### config.mk
export PLATFORM = sky130hd
export DESIGN_NAME = ret_addr_stack
export DESIGN_NICKNAME = d
export VERILOG_FILES = /design/src/rtl/ret_addr_stack.sv
export SDC_FILE = /design/constraint.sdc
export NUM_CORES = 1
export LEC_CHECK = 0
export CAP_MARGIN = 30
export CORE_ASPECT_RATIO = 0.8
export CORE_UTILIZATION = 30
export DETAILED_ROUTE_END_ITERATION = 10
export PLACE_DENSITY_LB_ADDON = 0.1
export SKIP_CTS_REPAIR_TIMING = 1
export SYNTH_ARGS = -nofsm -noshare
export SYNTH_HDL_FRONTEND = slang
export SYNTH_SLANG_ARGS = --single-unit
### constraint.sdc
create_clock -name clk -period 3.15 [get_ports clk]
set_input_delay 0.63 -clock clk [delete_from_list [all_inputs] [get_ports clk]]
set_output_delay 0.63 -clock clk [all_outputs]
set_load 0.01 [all_outputs]
### src/rtl/ret_addr_stack.sv
// Return-address stack for the call/return path: circular storage with a top
// pointer, replace-top on simultaneous push+pop, sticky error flags and flush.
module ret_addr_stack #(
   parameter int WIDTH     = 18,
   parameter int DEPTH     = 8,
   parameter int WRAP_MODE = 0
) (
   input  logic                       clk,
   input  logic                       rst_n,
   input  logic                       push,
   input  logic                       pop,
   input  logic                       flush,
   input  logic                       clear_err,
   input  logic [WIDTH-1:0]           read_PC,
   output logic [WIDTH-1:0]           write_PC,
   output logic                       empty,
   output logic                       full,
   output logic [$clog2(DEPTH+1)-1:0] count,
   output logic                       overflow,
   output logic                       underflow
);

   localparam int PW = $clog2(DEPTH);
   localparam int CW = $clog2(DEPTH + 1);
   localparam logic [CW-1:0] CNT_MAX = CW'(DEPTH);

   logic [WIDTH-1:0] mem [DEPTH];
   logic [PW-1:0]    ptr;
   logic [PW-1:0]    ptr_next;
   logic [CW-1:0]    cnt;
   logic             is_empty;
   logic             is_full;
   logic             wrap_en;
   logic             op_push;
   logic             op_pop;
   logic             op_replace;
   logic             ovf_evt;
   logic             udf_evt;

   assign wrap_en  = (WRAP_MODE != 0);
   assign is_empty = (cnt == '0);
   assign is_full  = (cnt == CNT_MAX);
   assign ptr_next = ptr + PW'(1);

   // Operation decode; push+pop on an empty stack degrades to a plain push.
   always_comb begin
      op_push    = 1'b0;
      op_pop     = 1'b0;
      op_replace = 1'b0;
      ovf_evt    = 1'b0;
      udf_evt    = 1'b0;
      if (!flush) begin
         if (push && pop && !is_empty) begin
            op_replace = 1'b1;
         end else if (push) begin
            op_push = !is_full || wrap_en;
            ovf_evt = is_full;
         end else if (pop) begin
            op_pop  = !is_empty;
            udf_evt = is_empty;
         end
      end
   end

   // Storage holds data only, so it carries no reset.
   always_ff @(posedge clk) begin
      if (op_push) begin
         mem[ptr_next] <= read_PC;
      end else if (op_replace) begin
         mem[ptr] <= read_PC;
      end
   end

   always_ff @(posedge clk or negedge rst_n) begin
      if (!rst_n) begin
         ptr <= '0;
         cnt <= '0;
      end else if (flush) begin
         ptr <= '0;
         cnt <= '0;
      end else if (op_push) begin
         ptr <= ptr_next;
         if (!is_full) begin
            cnt <= cnt + CW'(1);
         end
      end else if (op_pop) begin
         ptr <= ptr - PW'(1);
         cnt <= cnt - CW'(1);
      end
   end

   // Sticky flags: a same-edge error event outranks clear_err.
   always_ff @(posedge clk or negedge rst_n) begin
      if (!rst_n) begin
         overflow  <= 1'b0;
         underflow <= 1'b0;
      end else begin
         if (ovf_evt) begin
            overflow <= 1'b1;
         end else if (clear_err) begin
            overflow <= 1'b0;
         end
         if (udf_evt) begin
            underflow <= 1'b1;
         end else if (clear_err) begin
            underflow <= 1'b0;
         end
      end
   end

   assign write_PC = is_empty ? '0 : mem[ptr];
   assign empty    = is_empty;
   assign full     = is_full;
   assign count    = cnt;

endmodule

==> impl_table.tex, run 1 <==
\begin{tabular}{lr}
\hline
Metric & Value \\
\hline
\multicolumn{2}{l}{\textbf{Floorplan}} \\
Count of standard-cell rows & 47 \\
Starting Density & 0.306 \\
Total die area & 21600 um2 \\
Core region area & 20600 um2 \\
Die Span Y & 132 um \\
Die width & 164 um \\
Boundary Pins & 50 \\
\multicolumn{2}{l}{\textbf{GRT}} \\
Final global-route overflow total & 0 \\
Via count of the first global-routing pass & 3323 \\
Antenna violations before repair & 1 \\
Routing layer with the top usage in global route & met2 \\
Met2 Resource Use GR & 0.198 \\
Global routing usage on met1 & 0.183 \\
Global-route usage over all layers & 0.131 \\
Met3 Usage GRT & 0.0315 \\
First-pass GRT wire length & 20200 um \\
Largest net degree at the start of global routing & 45 \\
\multicolumn{2}{l}{\textbf{Layout}} \\
Final layout net count & 428 \\
Area growth, synth to finish & 24.2\% \\
Share of cells above drive strength 1 & 0.252 \\
Post-layout instance area & 7850 um2 \\
\multicolumn{2}{l}{\textbf{STA}} \\
Number of setup violations in the final report & 0 \\
RSZ-0062 raised after global routing & false \\
F\_max & 334 MHz \\
Final hold vios & 0 \\
Number of slew-limit violations in the final report & 0 \\
Worst slew margin relative to its limit & 0.641 \\
Final critical path time including I/O delays and setup & 2990 ps \\
Worst clock skew & 7.81 ps \\
Period utilisation layout & 0.950 \\
Slew @ Worst Pin & 537 ps \\
\multicolumn{2}{l}{\textbf{Drt}} \\
Number of search-and-repair iterations in the first detailed-routing pass & 4 \\
Routed WL & 13000 um \\
Total number of vias & 3196 \\
Initial DRC Count & 191 \\
Detailed-route wire length per cell & 19.0 um \\
Number of DRC violations after detailed routing & 0 \\
Count of nets left with antenna violations after detail routing & 0 \\
Drt via density & 4.69 \\
\multicolumn{2}{l}{\textbf{Worst setup path}} \\
Worst flop-to-flop path endpoint & mem[2][8]\$\_DFFE\_PP\_ \\
Critical Path End Type & output port \\
Max Fanout on Critical Path & 22 \\
Max incr delay on CP & 550 ps \\
Arrival time of the worst setup path & 2360 ps \\
Worst-case register-to-register setup slack & 700 ps \\
CP cell instances & buf\_6 -> mux4\_2 -> mux2i\_1 -> nor2\_1 -> clkdlybuf4s50\_1 \\
R2r startpoint & count[1]\$\_DFFE\_PN0P\_ \\
Slowest cell on the critical path & mux4\_2 \\
Crit Path Class & flop to output port \\
Cell depth of the worst flop-to-flop path & 6 \\
Startpoint class of the critical path & flop \\
Data required time of the critical path & 2520 ps \\
\multicolumn{2}{l}{\textbf{Logic synthesis}} \\
Synthesized netlist cell count & 331 \\
Mean instance size in the synthesized netlist & 19.1 um2 \\
Proportion of synthesized chip area in sequential cells & 0.720 \\
YS warnings & 0 \\
Synth Register Bits & 153 \\
Synth cell types & 41 \\
Mapped Nets & 360 \\
Netlist area before placement & 6310 um2 \\
\multicolumn{2}{l}{\textbf{Worst hold path}} \\
Worst Hold Launch & overflow\$\_DFFE\_PN0P\_ \\
Class of the worst hold path & flop to flop \\
Endpoint, Worst Hold & overflow\$\_DFFE\_PN0P\_ \\
Hold path depth & 1 \\
\multicolumn{2}{l}{\textbf{Power and ir drop}} \\
Total power consumption of the routed design & 0.00665 W \\
Leakage power & 2.49 nW \\
Maximum vdd ir drop & 330 uV \\
Power Density & 848 nW/um2 \\
\multicolumn{2}{l}{\textbf{Clock tree}} \\
Cts bufs inserted & 17 \\
CTS tree & done \\
Root buffer cell & clkbuf\_16 \\
Clock slew at reported path FFs & 60 ps \\
Bufs on Longest Clock Path & 2 \\
H-Tree Level Count & 4 \\
Skew-Pair Late Insertion Delay & 410 ps \\
CTS Sinks & 153 \\
\multicolumn{2}{l}{\textbf{Placement}} \\
Detailed placement HPWL & 7850 um \\
Count of buffers from port buffering & 49 \\
Final weighted congestion of routability-driven global placement & 0.763 \\
Cell area after placement & 7290 um2 \\
\multicolumn{2}{l}{\textbf{Run status}} \\
Result of the run & completed \\
\multicolumn{2}{l}{\textbf{Run}} \\
Max-cap violations & 0 \\
\hline
\end{tabular}
-- through the flow --
step | instances | setup WS (ps) | setup TNS, ps | hold WS (ps) | util
6_report | 682 | 157 | 0 | 513 | 0.380
3_5_place_dp | 649 | 285 | 0 | 499 | 0.353
3_3_place_gp | 649 | 368 | 0 | 493 | 0.353
5_1_grt | 682 | 16.2 | 0 | 551 | 0.380
4_1_cts | 681 | -17.3 | -17.3 | 514 | 0.380
2_1_floorplan | 331 | 350 | 0 | 334 | -
-- worst max-delay path by stage --
stage | from | end | slack, ps | cells past startpoint
floorplan | ptr[1]$_DFFE_PN0P_ | mem[7][0]$_DFFE_PP_ | 350 | 7
global placement | pop | mem[2][5]$_DFFE_PP_ | 370 | 5
detailed placement | pop | count[3]$_DFFE_PN0P_ | 280 | 9
CTS | ptr[0]$_DFFE_PN0P_ | write_PC[10] | -20 | 5
global route | ptr[0]$_DFFE_PN0P_ | write_PC[10] | 20 | 5
finish | ptr[0]$_DFFE_PN0P_ | write_PC[10] | 160 | 5
-- synth_stat cells --
cell type	number	area share
a211o_1	1	0.0014
a211oi_1	2	0.0024
a211oi_4	1	0.0032
a21bo_2	1	0.0016
a21oi_1	6	0.0048
a21oi_4	1	0.0026
a22o_1	2	0.0028
a22oi_1	2	0.0024
a31oi_1	2	0.0020
a32oi_1	3	0.0042
and2_1	1	0.00099
buf_1	2	0.0012
buf_2	4	0.0032
buf_4	4	0.0048
buf_6	1	0.0018
clkbuf_1	10	0.0059
clkbuf_2	1	0.00079
dfrtp_1	9	0.036
edfxtp_1	144	0.68
fa_1	1	0.0032
ha_1	4	0.0079
inv_1	6	0.0036
mux2_1	1	0.0018
mux2i_1	20	0.032
mux4_2	36	0.13
nand2_1	1	0.00059
nand2b_1	3	0.0030
nand3_1	6	0.0048
nand3b_1	2	0.0024
nand4_1	2	0.0020
nor2_1	34	0.020
nor2b_1	2	0.0020
nor3_1	2	0.0016
nor3_4	1	0.0026
nor3b_1	3	0.0036
nor4_2	1	0.0020
o221ai_1	1	0.0014
o311a_1	1	0.0016
o31a_1	1	0.0014
xnor2_1	5	0.0069
xor2_1	1	0.0014
-- kinds of logic after synthesis --
family,synth area share
compound gates,0.0315
buf+inv,0.0212
flops,0.720
mux,0.162
xor+xnor,0.00832
fa+ha+maj,0.0111
simple gates,0.0456
-- layout by cell type, fill, tap and decap left out, types with 2 or more instances in the layout --
master,synthesis,routed
a211oi_1,2,2
a21oi_1,6,2
a21oi_2,0,4
a22o_1,2,2
a22oi_1,2,2
a31oi_1,2,2
a32oi_1,3,3
buf_12,0,5
buf_4,4,16
clkbuf_16,0,17
clkdlybuf4s50_1,0,49
clkinv_2,0,3
clkinv_4,0,2
clkinvlp_4,0,3
dfrtp_1,9,7
dfrtp_2,0,2
edfxtp_1,144,144
ha_1,4,4
inv_1,6,6
inv_6,0,3
inv_8,0,3
mux2i_1,20,20
mux4_2,36,36
nand2b_1,3,3
nand3_1,6,6
nand3b_1,2,2
nand4_1,2,2
nor2_1,34,30
nor2_2,0,4
nor2b_1,2,2
nor3_1,2,2
nor3b_1,3,3
xnor2_1,5,5
-- report_power, final --
group	switching, W	internal, W	total (W)
Combinational	0.00112	0.00112	0.00224
Clock	0.000838	0.00103	0.00186
Sequential	0.000109	0.00244	0.00255
Total	0.00206	0.00459	0.00665
-- state kept, by name, indices dropped and copies added, names as in the netlist --
name / flops
count: 4
mem: 144
overflow: 1
ptr: 3
underflow: 1
-- area by class of cell --
cell class | instances | area, um2
clock inverters | 14 | 115
inverters | 6 | 22.5
clock buffers | 18 | 429
well taps | 269 | 337
flip-flops and latches | 153 | 4550
diodes | 1 | 2.50
fillers | 1894 | 12800
multi-input cells | 150 | 1670
repair buffers | 71 | 722
-- critical path, delay by kind of cell (launching register included) --
family,cells,cell delay [ps]
flip-flops,1,400
buffers and inverters,2,750
multiplexers,2,720
AND/OR/NAND/NOR,1,60
-- per-layer routing --
| metal | part of all wire | up-vias | wire length [um] |
|---|---|---|---|
| met3 | 0.028 | 16 | 363 |
| met1 | 0.48 | 1661 | 6280 |
| li1 | - | 1467 | - |
| met5 | 0 | - | 0 |
| met4 | 0.015 | 0 | 200 |
| met2 | 0.47 | 52 | 6130 |
No activity file was read; power rests on OpenSTA's default activity.
==> run 2, diff against run 1 <==
Settings changed: CORE_MARGIN set to 2, CTS_BUF_LIST set to sky130_fd_sc_hd__clkbuf_4 sky130_fd_sc_hd__clkbuf_8.
==> impl_table.tex, run 2 (synthesized netlist as in run 1, its figures left out) <==
\begin{tabular}{lr}
\hline
Metric & Value \\
\hline
\multicolumn{2}{l}{\textbf{Layout}} \\
Final layout net count & 435 (was 428) \\
Non-filler instance count after layout & 688 (was 682) \\
Top reg by flops & mem (unchanged) \\
Number of flip-flops under the largest register name & 144 (unchanged) \\
Filler instances & 1900 (was 1894) \\
Diode count & 0 (was 1) \\
Post-layout instance area & 7750 um2 (was 7850 um2) \\
Leading cell type in the layout, fill and taps excluded & edfxtp\_1 (unchanged) \\
Share of cells above drive strength 1 & 0.265 (was 0.252) \\
Area growth, synth to finish & 22.8\% (was 24.2\%) \\
Top library cells by usage in the layout, fill and taps aside & edfxtp\_1 (144), clkdlybuf4s50\_1 (49), mux4\_2 (36), nor2\_1 (30), buf\_4 (22) (was edfxtp\_1 (144), clkdlybuf4s50\_1 (49), mux4\_2 (36), nor2\_1 (30), mux2i\_1 (20)) \\
\multicolumn{2}{l}{\textbf{Clock tree}} \\
CTS tree & done (unchanged) \\
Clock slew at reported path FFs & 90 ps (was 60 ps) \\
Root buffer cell & clkbuf\_8 (was clkbuf\_16) \\
H-Tree Level Count & 4 (unchanged) \\
Bufs on Longest Clock Path & 2 (unchanged) \\
Cts bufs inserted & 17 (unchanged) \\
CTS Sinks & 153 (unchanged) \\
Skew-Pair Late Insertion Delay & 450 ps (was 410 ps) \\
\multicolumn{2}{l}{\textbf{Worst setup path}} \\
Critical Path End Type & output port (unchanged) \\
CP cell instances & buf\_4 -> mux4\_2 -> mux2i\_1 -> nor2\_1 -> clkdlybuf4s50\_1 (was buf\_6 -> mux4\_2 -> mux2i\_1 -> nor2\_1 -> clkdlybuf4s50\_1) \\
Crit Path Class & flop to output port (unchanged) \\
Cell class contributing the biggest share of worst-path delay & buffers and inverters (unchanged) \\
Arrival time of the worst setup path & 2420 ps (was 2360 ps) \\
Startpoint class of the critical path & flop (unchanged) \\
Worst path bufs/invs & 2 (unchanged) \\
Slowest cell on the critical path & dfrtp\_4 (was mux4\_2) \\
Data required time of the critical path & 2520 ps (about the same) \\
Max Fanout on Critical Path & 8 (was 22) \\
Max incr delay on CP & 510 ps (was 550 ps) \\
\multicolumn{2}{l}{\textbf{Drt}} \\
Number of search-and-repair iterations in the first detailed-routing pass & 4 (unchanged) \\
Count of nets left with antenna violations after detail routing & 0 (unchanged) \\
Detailed-route wire length per cell & 19.8 um (was 19.0 um) \\
Number of DRC violations after detailed routing & 0 (unchanged) \\
Routed WL & 13600 um (was 13000 um) \\
Total number of vias & 3229 (was 3196) \\
Drt via density & 4.69 (about the same) \\
Initial DRC Count & 198 (was 191) \\
\multicolumn{2}{l}{\textbf{Placement}} \\
Worst Setup Slack post-DPL & 406 ps (was 285 ps) \\
Count of buffers from port buffering & 49 (unchanged) \\
Placed Instances & 652 (was 649) \\
Detailed placement HPWL & 8420 um (was 7850 um) \\
Final weighted congestion of routability-driven global placement & 0.722 (was 0.763) \\
Cell area after placement & 7340 um2 (was 7290 um2) \\
\multicolumn{2}{l}{\textbf{Run status}} \\
Result of the run & completed (unchanged) \\
\multicolumn{2}{l}{\textbf{Floorplan}} \\
Starting Density & 0.306 (unchanged) \\
Total die area & 22200 um2 (was 21600 um2) \\
Die width & 166 um (was 164 um) \\
Die Span Y & 134 um (was 132 um) \\
Boundary Pins & 50 (unchanged) \\
Core region area & 20600 um2 (unchanged) \\
Count of standard-cell rows & 47 (unchanged) \\
\multicolumn{2}{l}{\textbf{GRT}} \\
Via count of the first global-routing pass & 3412 (was 3323) \\
Final global-route overflow total & 0 (unchanged) \\
First-pass GRT wire length & 21000 um (was 20200 um) \\
Largest net degree at the start of global routing & 32 (was 45) \\
Global-route usage over all layers & 0.130 (was 0.131) \\
Antenna violations before repair & 0 (was 1) \\
\multicolumn{2}{l}{\textbf{STA}} \\
Number of slew-limit violations in the final report & 0 (unchanged) \\
Number of setup violations in the final report & 0 (unchanged) \\
Worst slew margin relative to its limit & 0.630 (was 0.641) \\
Worst clock skew & 11.1 ps (was 7.81 ps) \\
Final hold vios & 0 (unchanged) \\
Slew @ Worst Pin & 553 ps (was 537 ps) \\
Setup WS post-layout & 96.9 ps (was 157 ps) \\
Period utilisation layout & 0.969 (was 0.950) \\
F\_max & 328 MHz (was 334 MHz) \\
Final critical path time including I/O delays and setup & 3050 ps (was 2990 ps) \\
\multicolumn{2}{l}{\textbf{Worst hold path}} \\
Class of the worst hold path & primary input to async pin (was flop to flop) \\
\multicolumn{2}{l}{\textbf{Run}} \\
Max-cap violations & 0 (unchanged) \\
\multicolumn{2}{l}{\textbf{Power and ir drop}} \\
Maximum vdd ir drop & 296 uV (was 330 uV) \\
Power Density & 813 nW/um2 (was 848 nW/um2) \\
Leakage power & 2.46 nW (was 2.49 nW) \\
\hline
\end{tabular}
## run 2: cell types whose count changed in the layout (fill, tap and decap cells not counted), moves of 2 or more
cell / change
clkbuf_4: +3
inv_8: -3
buf_4: +6
clkbuf_16: -17
clkinv_4: -2
buf_12: +2
clkbuf_8: +17
bufinv_16: +2
## run 2: layout make-up
type,count,area [um2],share of cell area
Sequential cell,153,4550,0.587
Clock inverter,12,124,0.0160
Clock buffer,20,256,0.0331
Multi-Input combinational cell,150,1670,0.215
Inverter,6,22.5,0.00290
Tap cell,269,337,0.0434
Timing Repair Buffer,78,796,0.103
## run 2: power breakdown
group,internal (W),switching [W]
clock network,0.000725,0.000715
logic,0.00118,0.00113
registers,0.00244,0.000123
total,0.00434,0.00197
## run 2: path summary, 6_finish.rpt
check,start,end,slack [ps],cells after the start
worst max-delay path,ptr[0]$_DFFE_PN0P_,write_PC[12],100,5
worst min-delay path,rst_n,overflow$_DFFE_PN0P_,520,1
worst max register to register,count[0]$_DFFE_PN0P_,mem[2][9]$_DFFE_PP_,660,6
worst min register to register,underflow$_DFFE_PN0P_,underflow$_DFFE_PN0P_,520,1
max in group asynchronous,rst_n,ptr[0]$_DFFE_PN0P_,2230,1
min in group clk,underflow$_DFFE_PN0P_,underflow$_DFFE_PN0P_,520,1
## run 2: metal layers
layer / vias up / wire (um) / GRT usage
met1: 1679 / 6340 / 0.171
met5: - / 0 / 0
met3: 10 / 445 / 0.0306
met2: 59 / 6700 / 0.214
met4: 0 / 114 / 0.0465
li1: 1481 / - / -
## run 2: through the flow
stage | TNS, ps | util | hold slack [ps] | power [W]
floorplan | 0 | - | 334 | 0.00395
global placement | 0 | 0.356 | 495 | 0.00493
detailed placement | 0 | 0.356 | 499 | 0.00493
CTS | -465 | 0.374 | 510 | 0.00639
global route | -2.74 | 0.376 | 532 | 0.00668
finish | 0 | 0.376 | 519 | 0.00631
==> patch 1, RTL diff (settings of run 1) <==
`WRAP_MODE`: 0 -> 1.
--- a/src/rtl/ret_addr_stack.sv
+++ b/src/rtl/ret_addr_stack.sv
@@ -3,7 +3,7 @@
 module ret_addr_stack #(
    parameter int WIDTH     = 18,
    parameter int DEPTH     = 8,
-   parameter int WRAP_MODE = 0
+   parameter int WRAP_MODE = 1
 ) (
    input  logic                       clk,
    input  logic                       rst_n,
Check against the original RTL: no difference found for any inputs over 4 cycles, from zero or initial values and one cycle with rst_n low; that may be too few to reach the edited logic, so the function may still have changed.
==> patch 1 against run 1 <==
- cell area about the same
- register-to-register slack worse by 150 ps
- highest routed layer unchanged
- critical path depth unchanged
- area after synthesis down 1.5%
- worst setup slack worse by 14 ps
- clock power up 11%
- sequential share of layout area about the same
- global-route usage up 0.36 points
- sequential cell count unchanged
- clock skew up 4.9 ps
- sequential power up 2%
- count of clock-buffer cells in the layout up 2
- power up 7.1%
- routed wire length up 3.3%
==> patch 1: results (changes against run 1) <==
metric,value,unit,change
status,"finished, final reports clean",,
Mapped Avg Cell Area,19.5,µm²,+2.2%
most common library cells after synthesis,"edfxtp_1 (144), nor2_1 (40), mux4_2 (36)",,
filler instances,1851,,-2.3%
Place WS,380,ps,+94.7 ps
WL met1,6450,µm,+2.7%
antenna cells,0,,-1
wire length of the first global-routing pass,20100,µm,-0.51%
initial antenna violation count,0,,-1
pin count of the biggest net entering global routing,43,,-4.4%
Seq. cell area,4550,µm²,about the same
placed wire-length estimate,7710,µm,-1.8%
HP Class,input pin to asynchronous set/reset pin,,
syn_nets,347,,-3.6%
Vias,3090,,-3.3%
Peak VDD IR,0.000389,V,+18%
post-synthesis sequential area ratio,0.731,,+0.0110
share of layout cells above drive strength 1,0.248,,-0.00490
vias in the first global route,3396,,+2.2%
M2 GR Usage,0.220,,+0.0220
final WL,13400,µm,+3.3%
Tightest Pin Transition,641,ps,+104 ps
Leakage,2.51,nW,+0.99%
Inst Count DP,636,,-2.0%
WL per Instance,20.1,µm,+5.4%
clk_skew,12.7,ps,+4.93 ps
WL met2,6430,µm,+4.8%
Die Width,163,µm,-0.75%
"Max FO, Critical Path",20,,-9.1%
distinct cell type count of the synthesized netlist,38,,-7.3%
==> patch 1: cells by family after synthesis <==
| logic type | share of synthesized area |
|---|---|
| flops | 0.731 |
| simple gates | 0.0416 |
| mux | 0.161 |
| buf+inv | 0.0171 |
| compound gates | 0.0282 |
| xor+xnor | 0.0127 |
| fa+ha+maj | 0.00805 |
==> patch 1: layout make-up <==
cell class              instances  area share
inverters                       6     0.00287
well taps                     264      0.0421
clock inverters                11      0.0195
multi-input cells             143       0.203
flip-flops and latches        153       0.580
clock buffers                  20      0.0557
repair buffers                 71      0.0964
==> patch 1: worst paths after layout <==
path	slack, ps	endpoint
worst max register to register	550	count[2]
max in group asynchronous	2310	ptr[0]
worst max-delay path	140	write_PC[4]
min in group clk	530	underflow
worst min register to register	520	underflow
worst min-delay path	520	count[0]
==> patch 1: where the power goes <==
group	leakage (nW)	switching (mW)	internal (mW)
Clock	0.286	0.760	1.31
Sequential	1.42	0.134	2.46
Combinational	0.806	1.20	1.26
==> patch 2, RTL diff (settings of run 1) <==
Made on the original files. Make the reset (`rst_n`) synchronous in 2 clocked blocks.
--- a/src/rtl/ret_addr_stack.sv
+++ b/src/rtl/ret_addr_stack.sv
@@ -71,7 +71,7 @@
       end
    end
 
-   always_ff @(posedge clk or negedge rst_n) begin
+   always_ff @(posedge clk) begin
       if (!rst_n) begin
          ptr <= '0;
          cnt <= '0;
@@ -90,7 +90,7 @@
    end
 
    // Sticky flags: a same-edge error event outranks clear_err.
-   always_ff @(posedge clk or negedge rst_n) begin
+   always_ff @(posedge clk) begin
       if (!rst_n) begin
          overflow  <= 1'b0;
          underflow <= 1'b0;
Formal check against the unedited RTL: differs if rst_n is asserted again (counterexample within 4 cycles, from zero or initial values and one cycle with rst_n low); with rst_n held inactive, the same outputs for 4 cycles.
==> patch 2 against run 1 <==
- die area up 0.67%
- critical endpoint is now write_PC[11]
- maximum frequency about the same
- worst setup slack worse by 2.3 ps
- routed wire length up 4.2%
- area after synthesis up 0.67%
- sequential cell count up 3
- cell area up 0.97%
Power is not compared: it rests on default switching activity, and its combinational part moved more than twofold at a synthesized area within 25%.
==> patch 2: results (changes against run 1) <==
metric,value,unit,change
Worst R2R End,mem[4][2],,
iteration-0 DRC count of the detailed router,209,,+9.4%
Vias,3235,,+1.2%
cells on worst reg2reg path,6,,unchanged
Peak VDD IR,0.000268,V,
antenna cells,0,,-1
Tot GR Track Use,0.135,,+0.00359
filler instances,1947,,+2.8%
share of layout cells above drive strength 1,0.245,,-0.00782
CTS Root Cell,clkbuf_16,,
Async SR Flop Fraction,0,,-0.0588
FF-to-FF Start,count[0],,
relative slew slack,0.726,,+0.0849
buffer levels on the longest clock path,2,,unchanged
Area after DPL,7350,µm²,+0.72%
Multi-input gate area,1690,µm²,+1.5%
Place WS,173,ps,-112 ps
post-layout net count,433,,+1.2%
distinct cell type count of the synthesized netlist,50,,+22%
post-synthesis sequential area ratio,0.718,,-0.00246
period utilization,0.951,,about the same
Leakage,2.46,nW,
clk_skew,6.94,ps,-0.865 ps
most flop-heavy register,mem,,
most common library cells after synthesis,"edfxtp_1 (144), mux4_2 (36), nor2_1 (31)",,
hold_sp,count[3],,
Synth area leaders,"edfxtp_1 (68%), mux4_2 (13%), dfxtp_1 (3.8%), mux2i_1 (3.3%), nor2_1 (1.8%)",,
H-tree depth,4,,unchanged
Yosys warnings,0,,unchanged
wire length of the first global-routing pass,20900,µm,+3.4%
"Max FO, Critical Path",36,,+64%
placed wire-length estimate,7900,µm,+0.60%
WL per Instance,19.7,µm,+3.6%
Hold Crit Depth,2,,+1
pin count of the biggest net entering global routing,37,,-18%
hold endpoint,count[3],,
initial antenna violation count,0,,-1
FF-to-FF setup slack,630,ps,-70 ps
status,"finished, final reports clean",,
vias in the first global route,3540,,+6.5%
GP Congestion,0.767,,+0.47%
[patch 2: power by group]
group          leakage (nW)  total (mW)  internal, mW  switching [mW]
sequential             1.40        2.33          2.31          0.0182
clock                 0.276        1.97          1.16           0.804
combinational         0.789       0.504         0.244           0.260
[patch 2: cells by family after synthesis]
| kind of cell | synth area share |
|---|---|
| AO/OA/AOI/OAI | 0.0346 |
| XOR/XNOR | 0.00413 |
| adder cells (fa/ha/maj) | 0.0110 |
| buffers and inverters | 0.0185 |
| flip-flops | 0.718 |
| multiplexers | 0.161 |
| AND/OR/NAND/NOR | 0.0531 |
[patch 2: worst max-delay path by stage]
stage,start,endpoint,cells after the start
after floorplan,pop,mem[0][0],5
after global placement,flush,count[3],9
after CTS,register,write_PC[5],5
after detailed placement,flush,count[3],9
after global routing,register,write_PC[7],5
final,register,write_PC[11],5
[patch 2: worst max-delay path, cell delays in order, from the launching register on]
cell	delay [ps]
dfxtp_2	340
buf_12	290
mux4_2	560
mux2i_1	200
nor2_1	60
clkdlybuf4s50_1	480
[patch 2: routing by layer]
metal	vias to the layer above	global-route usage	wire length (µm)
li1	1492	-	-
met1	1692	0.172	6190
met2	41	0.223	6790
met3	10	0.0384	412
met4	0	0.0387	127
met5	-	0	0
[patch 2: metrics by stage]
stage	instances	power, mW	hold WS, ps
CTS	686	4.88	597
floorplan	331	2.65	576
finish	686	4.80	606
global placement	654	2.89	580
detailed placement	654	2.89	583
global route	686	5.00	652
[patch 2: final cells by class]
type                            count  share of cell area
Sequential cell                   156               0.576
Multi-Input combinational cell    152               0.213
Timing Repair Buffer               68              0.0894
Clock buffer                       17              0.0537
Tap cell                          269              0.0425
Clock inverter                     15              0.0188
Inverter                            9             0.00584
